--- src/rtl/mac_feeder.sv ---
// Sequences one mac_array through a len-vector dot product from a small input FIFO; MAC_FEEDER_RELU_EN clamps negative results to zero.
// Latency: mac_lat+2 cycles per vector when the FIFO is non-empty; result valid the edge after the final capture.
// Backpressure: in_ready drops when the FIFO is full; out_valid holds, and no new vector is issued, until out_ready.
module mac_feeder #(
    parameter int bw         = 4,
    parameter int psum_bw    = 16,
    parameter int len        = 10,
    parameter int mac_lat    = 1,
    parameter int fifo_depth = 4
) (
    input  logic                 clk,
    input  logic                 reset_n,
    input  logic                 in_valid,
    output logic                 in_ready,
    input  logic [4*bw-1:0]      in_x,
    input  logic [4*bw-1:0]      in_w,
    output logic [4*bw-1:0]      x,
    output logic [4*bw-1:0]      w,
    output logic [psum_bw-1:0]   psum_in,
    input  logic [psum_bw-1:0]   psum_out,
    output logic                 out_valid,
    input  logic                 out_ready,
    output logic [psum_bw-1:0]   out_psum,
    output logic                 busy
);

    localparam int DW = 8 * bw;
    localparam int PW = $clog2(fifo_depth);
    localparam int CW = (len > 1) ? $clog2(len) : 1;
    localparam int WW = (mac_lat > 0) ? $clog2(mac_lat + 1) : 1;

    typedef enum logic [1:0] {FETCH, ISSUE, WAIT, DONE} state_t;

    state_t               state_q;
    logic [DW-1:0]        mem_q [fifo_depth];
    logic [PW-1:0]        wr_ptr_q;
    logic [PW-1:0]        rd_ptr_q;
    logic [PW:0]          occ_q;
    logic [psum_bw-1:0]   acc_q;
    logic [CW-1:0]        cnt_q;
    logic [WW-1:0]        wcnt_q;
    logic [4*bw-1:0]      x_q;
    logic [4*bw-1:0]      w_q;
    logic [psum_bw-1:0]   psum_in_q;
    logic                 out_valid_q;
    logic                 full;
    logic                 empty;
    logic                 push;
    logic                 pop;
    logic [DW-1:0]        head;

    assign full     = (occ_q == (PW+1)'(fifo_depth));
    assign empty    = (occ_q == '0);
    assign in_ready = !full;
    assign push     = in_valid && !full;
    // ISSUE is only entered with a non-empty FIFO, so the pop never underflows.
    assign pop      = (state_q == ISSUE);
    assign head     = mem_q[rd_ptr_q];

    always_ff @(posedge clk) begin
        if (push) begin
            mem_q[wr_ptr_q] <= {in_x, in_w};
        end
    end

    always_ff @(posedge clk or negedge reset_n) begin
        if (!reset_n) begin
            wr_ptr_q <= '0;
            rd_ptr_q <= '0;
            occ_q    <= '0;
        end else begin
            if (push) wr_ptr_q <= wr_ptr_q + PW'(1);
            if (pop)  rd_ptr_q <= rd_ptr_q + PW'(1);
            occ_q <= occ_q + (PW+1)'(push) - (PW+1)'(pop);
        end
    end

    always_ff @(posedge clk or negedge reset_n) begin
        if (!reset_n) begin
            state_q     <= FETCH;
            acc_q       <= '0;
            cnt_q       <= '0;
            wcnt_q      <= '0;
            x_q         <= '0;
            w_q         <= '0;
            psum_in_q   <= '0;
            out_valid_q <= 1'b0;
        end else begin
            case (state_q)
                FETCH: begin
                    if (!empty) state_q <= ISSUE;
                end
                ISSUE: begin
                    x_q       <= head[DW-1:4*bw];
                    w_q       <= head[4*bw-1:0];
                    psum_in_q <= acc_q;
                    wcnt_q    <= WW'(mac_lat);
                    state_q   <= WAIT;
                end
                WAIT: begin
                    if (wcnt_q == '0) begin
                        acc_q <= psum_out;
                        if (cnt_q == CW'(len - 1)) begin
                            state_q     <= DONE;
                            out_valid_q <= 1'b1;
                        end else begin
                            cnt_q   <= cnt_q + CW'(1);
                            state_q <= empty ? FETCH : ISSUE;
                        end
                    end else begin
                        wcnt_q <= wcnt_q - WW'(1);
                    end
                end
                DONE: begin
                    if (out_ready) begin
                        acc_q       <= '0;
                        cnt_q       <= '0;
                        out_valid_q <= 1'b0;
                        state_q     <= FETCH;
                    end
                end
                default: state_q <= FETCH;
            endcase
        end
    end

    assign x         = x_q;
    assign w         = w_q;
    assign psum_in   = psum_in_q;
    assign out_valid = out_valid_q;
    assign busy      = (state_q != FETCH) || (cnt_q != '0);

`ifdef MAC_FEEDER_RELU_EN
    assign out_psum = acc_q[psum_bw-1] ? '0 : acc_q;
`else
    assign out_psum = acc_q;
`endif

endmodule

--- config.mk ---
export PLATFORM = sky130hd
export DESIGN_NAME = mac_feeder
export DESIGN_NICKNAME = d
export VERILOG_FILES = /design/src/rtl/mac_feeder.sv
export SDC_FILE = /design/constraint.sdc
export NUM_CORES = 1
export LEC_CHECK = 0
export CAP_MARGIN = 0
export CORE_MARGIN = 2
export CORE_UTILIZATION = 49
export DETAILED_ROUTE_END_ITERATION = 8
export PLACE_DENSITY_LB_ADDON = 0.25
export SYNTH_ARGS = -nofsm -noshare
export SYNTH_HDL_FRONTEND = slang
export SYNTH_SLANG_ARGS = --single-unit
--- constraint.sdc ---
create_clock -name clk -period 2.1 [get_ports clk]
set_clock_uncertainty 0.1 [all_clocks]
set_input_delay 0.315 -clock clk [delete_from_list [all_inputs] [get_ports clk]]
set_output_delay 0.315 -clock clk [all_outputs]
set_load 0.01 [all_outputs]
# Yosys cells after proc, flatten, opt, wreduce, memory -nomap -nowiden
# Memory sizes are Yosys's and may differ from the RTL's. A register that Yosys moved wholly into a read port is not among the register bits.
# Cells that the tools add are included.
# op_classes
n_addsub	6
n_eq_ne	10
reduce_logical	14
n_mux	21
# ops
operator	n
$mux 16	2
$pmux 16 s2	1
$mux 4	3
$ne 2x2->1 const B	5
$mux 2	4
$pmux 2 s4	1
$pmux 4 s2	1
$reduce_and 4->1	2
$mux 1	7
$reduce_and 3->1	2
$reduce_bool 2->1	3
$add 2x1->2 const B	2
$add 4x1->4 const B	1
$eq 2x2->1 const B	2
$eq 4x4->1 const B	1
$pmux 1 s2	2
$reduce_bool 4->1	1
$add 3x1->3	1
$eq 3x3->1 const B	1
$logic_not 3->1	1
$sub 3x1->3	1
$eq 2x1->1 const B	1
$logic_not 1->1	2
$logic_not 2->1	1
other kinds (3)	3
# word_totals
n_memories	1
in_bits	52
regBits	47
output_inout_bits	67
elab_cells	61
ram_bits	128
# memory_table
memory	depth	word_bits	read_ports	rd_ports_with_merged_regs	wr	line	source
mem_q	4	32	1	1	1	35	logic [DW-1:0] mem_q [fifo_depth];

# Logic depth before layout (Yosys ltp)
# Gate-level depths: netlist of run 1.
# logic_depth
ltp_word	5
mapped_depth	10
ltp_nobuf	10

# Least setup slack after synthesis of run 1
# OpenSTA, ideal clock, no wires.
# synth_path
kind	reg2reg
startpoint	register occ_q[2]
endpoint	register occ_q[2]
stages_incl_launch_ff	10
period_less_slack_ps	2112
t_required_ps	1920
t_arrival_ps	1932
slack_ps	-12
cell_sequence	dfrtp_1 > nand2_1 > and2_1 > inv_1 > ha_1 > inv_1 > ha_1 > fa_1 > xnor2_1 > xnor2_1
# synth_via
elab_chain_cells	5
# synth_rtl
item	line	source
from (decl)	38	logic [PW:0] occ_q;
from (signal assigned)	74	occ_q <= occ_q + (PW+1)'(push) - (PW+1)'(pop);
$eq 3x3->1	52	assign full = (occ_q == (PW+1)'(fifo_depth));
$logic_not 1->1	-	
named net in_ready	14	output logic in_ready,
$logic_and 1x1->1	55	assign push = in_valid && !full;
$add 3x1->3	74	
$sub 3x1->3	74	
# The timed path passes the listed nets, and every way through them passes these cells.
# A chain may end at the register's enable or synchronous reset.

# Worst setup path in the final report of run 1
# layout_path
startpoint	register occ_q[2]
endpoint	register occ_q[2]
# layout_via
elab_chain_cells	5
# layout_rtl
item	line
$eq 3x3->1	52
$logic_not 1->1	55
$logic_and 1x1->1	55
$add 3x1->3 (*)	74
$sub 3x1->3 (*)	74
# Mark *: on every way between the ends. The rest lies on a longest branch, timed or not.

==> results of run 1 <==
logic make-up (layout without fill, tap and decap cells):
logic type / Yosys count / after routing / share of synthesized area
compound gates: 29 / 29 / 0.0232
xor+xnor: 5 / 5 / 0.00535
fa+ha+maj: 15 / 15 / 0.0239
buf+inv: 51 / 213 / 0.0321
flops: 207 / 207 / 0.711
mux: 85 / 85 / 0.175
simple gates: 36 / 36 / 0.0287
timing repair:
action                                  in CTS  in global routing
endpoints found under the setup margin       2                  2
hold buffers                                 1                  0
pin swaps                                    0                  2
gates resized for setup                      4                  8
endpoints found under the hold margin       33                  0
layer usage:
metal | vias up | global-route usage | part of all wire
met5 | - | 0 | 0
met4 | 0 | 0.0461 | 0.020
met3 | 24 | 0.0388 | 0.055
met2 | 136 | 0.305 | 0.51
met1 | 2157 | 0.219 | 0.42
li1 | 1919 | - | -
worst max-delay path, delay by kind of cell, from the launching register on:
family | cells | cell delay, ps
and+or+nand+nor | 2 | 220
adders and majority gates | 3 | 810
buffers and inverters | 2 | 80
xor gates and xnor gates | 2 | 270
DFF | 1 | 450
per-stage QoR:
stage	cell area (um^2)	setup slack, ps	setup TNS, ps	hold WS [ps]	cells
final	10600	72.9	0	266	810
after global routing	10600	-22.7	-22.7	307	810
after CTS	10600	12.5	0	275	810
after detailed placement	9800	-309	-393	227	769
after global placement	9800	-204	-204	228	769
after floorplan	8190	37.8	0	-80.6	428
area by class of cell:
type / instances / area [um^2] / area share
tap: 220 / 275 / 0.0260
clock inverter: 9 / 158 / 0.0149
clock buffer: 31 / 604 / 0.0571
multi-input combinational: 170 / 2130 / 0.202
timing repair buffer: 142 / 1470 / 0.139
sequential: 207 / 5830 / 0.551
inverter: 31 / 116 / 0.0110
sequential cells by signal, indices dropped and copies added (netlist names):
signal and cells:
state_q 2, psum_in 16, mem_q 128, w 16, wcnt_q 1, occ_q 3
rd_ptr_q 2, cnt_q 4, out_valid 1, out_psum 16, wr_ptr_q 2, x 16
report_power, final:
part           internal, mW  switching, mW  total [mW]
clock network          2.51           1.50        4.01
logic                  3.58           2.54        6.13
registers              5.69          0.729        6.41
total                  11.8           4.78        16.5
worst paths after layout:
check / startpoint / to / cells past startpoint
min in group clk: psum_out[3] / out_psum[3] / 3
worst min register to register: psum_in[3] / psum_in[3] / 1
max in group asynchronous: reset_n / psum_in[7] / 3
worst min-delay path: reset_n / x[10] / 2
worst max register to register: occ_q[2] / occ_q[2] / 9
worst max-delay path: occ_q[2] / occ_q[2] / 9
synthesized netlist by cell type, drive strengths merged (4+ instances only):
master,count
edfxtp,128
xnor2,4
nand3b,16
clkbuf,6
and3,4
nand2,4
inv,31
ha,14
dfrtp,79
o21ai,16
mux4,32
buf,14
mux2,51
==> reports/qor.yml, run 1 <==
status: "completed"
final_common_cell: "edfxtp_1"
slew_viol_final: 0
post_cts_buffers: 0
place.gp.congestion: 0.804
hold_violations: 0
htreeDepth: 1
final_cell_mix: "edfxtp_1 (128), clkdlybuf4s50_1 (115), dfrtp_1 (75)"
synth_top_area_frac: 0.470
clock-root-buffer: "clkbuf_16"
min_period_ps: 2030
cp_data_arrival_time_ps: 2310
cts.sinks: 207
synth-async-reset-ratio: 0.382
drc: 0
vias: 4236
antenna_found_initial: 0
grt_use_total: 0.173
grt_max_degree: 51
avgSynthCellArea_um2: 19.1
grt_pass1_vias: 4487
cp_slowest_cell: "dfrtp_2"
cts_tree: "done"
n_antenna_cell: 0
cp_data_required_time_ps: 2380
power.density_mw_per_mm2: 1560
hold_path.class: "input pin to async pin"
initial_core_util: 0.497
ys_top_cells_by_area: "edfxtp_1 (47%), dfrtp_1 (24%), mux4_2 (7.7%)"
fin_total_pwr_mw: 16.5
synth_edf_count: 128
maxCapViolCount: 0
fmax_mhz: 493
worst_setup_path_start_kind: "flip-flop"
wl_per_cell_um: 18.7
cp_max_fo: 3
max-vdd-ir-drop_uv: 870
die_w_um: 133
first_pass_iters: 6
die_h_um: 133
p_leak_nw: 4.01
yosys_warnings: 0
worst_pin_slew_ps: 556
drtIter0Drc: 210
path_clk_slew_ps: 60
cts_buffer_depth: 3
clock_latency_ps: 500
syn-cell-area_mm2: 0.00818
overflow: 0
syn_nets: 495
r2r_slack_ps: 70
cts_made_buffers: 22
fp.coreArea_mm2: 0.0165
viasPerCell: 5.23
cpMostUsedCell: "inv_1"
synthFlopType: "edfxtp_1"
postSynthCellCount: 428
path_class: "flip-flop to flip-flop"
path_cells: "nand2_2 > and2_4 > inv_1 > ha_1 > inv_1 > ha_2 > fa_2 > xnor2_2 > xnor2_1"
yosys_register_bits: 207
io_pins: 119
synthToLayoutAreaGrowth_pct: 29.3
portBuffers: 118
ys_seq_area_frac: 0.711
fin_util: 0.643
num-fill-cells: 1157
setup_viol: 0
slew_headroom: 0.629
yosys.area.top_type: "edfxtp_1"
dpl.hpwl_um: 9540
post-route-period-util: 0.965
rows: 47
critPathCaptureType: "flip-flop"
rsz0062_at_grt: "yes"
cpPeakStageDelay_ps: 450
nNetsFinal: 641
drtAntennaViolNets: 0
grt_pass1_wl_um: 24000
wirelength_um: 15100
dieArea_mm2: 0.0177
synth_cell_types: 42
drive_above_1_share: 0.264
Power figures use the tool's default switching activity.
==> inputs of run 2 (changes only) <==
CORE_UTILIZATION = 50   (was 49)
clock period = 2.5 ns   (was 2.1 ns; I/O delays follow)
==> reports/qor.yml, run 2 (synthesis results as in run 1) <==
cpPeakStageDelay_ps: 500
cts_made_buffers: 22
place.gp.congestion: 0.773
worst_pin_slew_ps: 902
slew_viol_final: 0
final_common_cell: "edfxtp_1"
cts.sinks: 207
cp_data_arrival_time_ps: 1910
htreeDepth: 1
cts_tree: "done"
max-vdd-ir-drop_uv: 716
min_period_ps: 2380
io_pins: 119
fp.coreArea_mm2: 0.0159
die_w_um: 132
cts_buffer_depth: 3
grt_pass1_wl_um: 24400
final_cell_mix: "edfxtp_1 (128), clkdlybuf4s50_1 (117), dfrtp_1 (75)"
path_cells: "inv_1 > ha_1 > nand4b_1 > clkdlybuf4s50_1"
wl_per_cell_um: 18.8
path_clk_slew_ps: 60
power.density_mw_per_mm2: 1300
cp_data_required_time_ps: 2030
overflow: 0
nNetsFinal: 630
clock-root-buffer: "clkbuf_16"
grt_max_degree: 51
hold_path.class: "input pin to async pin"
status: "completed"
drtAntennaViolNets: 0
hold_violations: 0
clock_latency_ps: 490
rsz0062_at_grt: "no"
post_cts_buffers: 0
cp_max_fo: 5
worst_setup_path_start_kind: "flip-flop"
antenna_found_initial: 0
dpl.hpwl_um: 9140
maxCapViolCount: 0
fin_tns_setup_ps: 0
r2r_cells: 10
initial_core_util: 0.513
dieArea_mm2: 0.0174
wirelength_um: 14900
drive_above_1_share: 0.237
path_class: "flip-flop to output port"
portBuffers: 118
viasPerCell: 5.22
fin_util: 0.653
p_leak_nw: 3.93
die_h_um: 132
drtIter0Drc: 188
post-route-period-util: 0.953
first_pass_iters: 4
slew_headroom: 0.399
grt_pass1_vias: 4579
vias: 4153
cp_slowest_cell: "clkdlybuf4s50_1"
fmax_mhz: 420
n_antenna_cell: 0
critPathCaptureType: "output port"
largest_register: "mem_q"
largest_reg_flops: 128
synthToLayoutAreaGrowth_pct: 27.2
grt_use_total: 0.178
setup_viol: 0
rows: 46
drc: 0
## run 2: cell type report
class / instances / area (um^2)
clock buffer: 34 / 657
tap: 216 / 270
fill: 1121 / 5540
timing repair buffer: 131 / 1370
multi-input combinational: 170 / 2120
clock inverter: 6 / 53.8
inverter: 31 / 116
sequential: 207 / 5830
## run 2: through the flow
step / hold slack [ps] / power (mW) / cells / cell area (um^2) / setup slack, ps
6_report: 246 / 13.5 / 795 / 10400 / 118
5_1_grt: 282 / 14.3 / 795 / 10400 / 31.4
4_1_cts: 242 / 13.7 / 795 / 10400 / 41.6
3_5_place_dp: 216 / 10.5 / 754 / 9680 / 21.2
3_3_place_gp: 219 / 10.3 / 754 / 9680 / 94.3
2_1_floorplan: -20.6 / 8.51 / 428 / 8180 / 388
## run 2: timing repair
action | 4_1_cts | 5_1_grt
gates resized for setup | 0 | 2
endpoints found under the setup margin | 0 | 1
hold buffers | 1 | 0
endpoints found under the hold margin | 25 | 0
## run 2: final timing paths
check	startpoint	endpoint	slack [ps]
max	state_q[1]	busy	120
max in group asynchronous	reset_n	psum_in[6]	1390
min in group clk	psum_out[15]	out_psum[15]	380
min reg2reg	psum_in[5]	psum_in[5]	400
min	reset_n	out_psum[13]	250
max reg2reg	occ_q[1]	occ_q[2]	340
## run 2: power breakdown
| part | leakage (nW) | switching [mW] | internal (mW) |
|---|---|---|---|
| Clock | 0.352 | 1.24 | 1.91 |
| Combinational | 1.47 | 2.11 | 2.88 |
| Sequential | 2.12 | 0.577 | 4.78 |
| Total | 3.93 | 3.93 | 9.56 |
## run 2: per-layer routing
metal / vias up / global-route usage / wire length (um) / share of wire
met5: - / 0 / 0 / 0
met4: 0 / 0.0471 / 243 / 0.016
met3: 26 / 0.0400 / 942 / 0.063
met2: 126 / 0.310 / 7630 / 0.51
met1: 2108 / 0.228 / 6130 / 0.41
li1: 1893 / - / - / -
## run 2: worst max-delay path: cells and delay by family, from the launching register on
kind	cells	cell delay, ps
AND/OR/NAND/NOR	1	110
adder cells (fa/ha/maj)	1	220
flip-flops	1	430
buffers and inverters	2	660
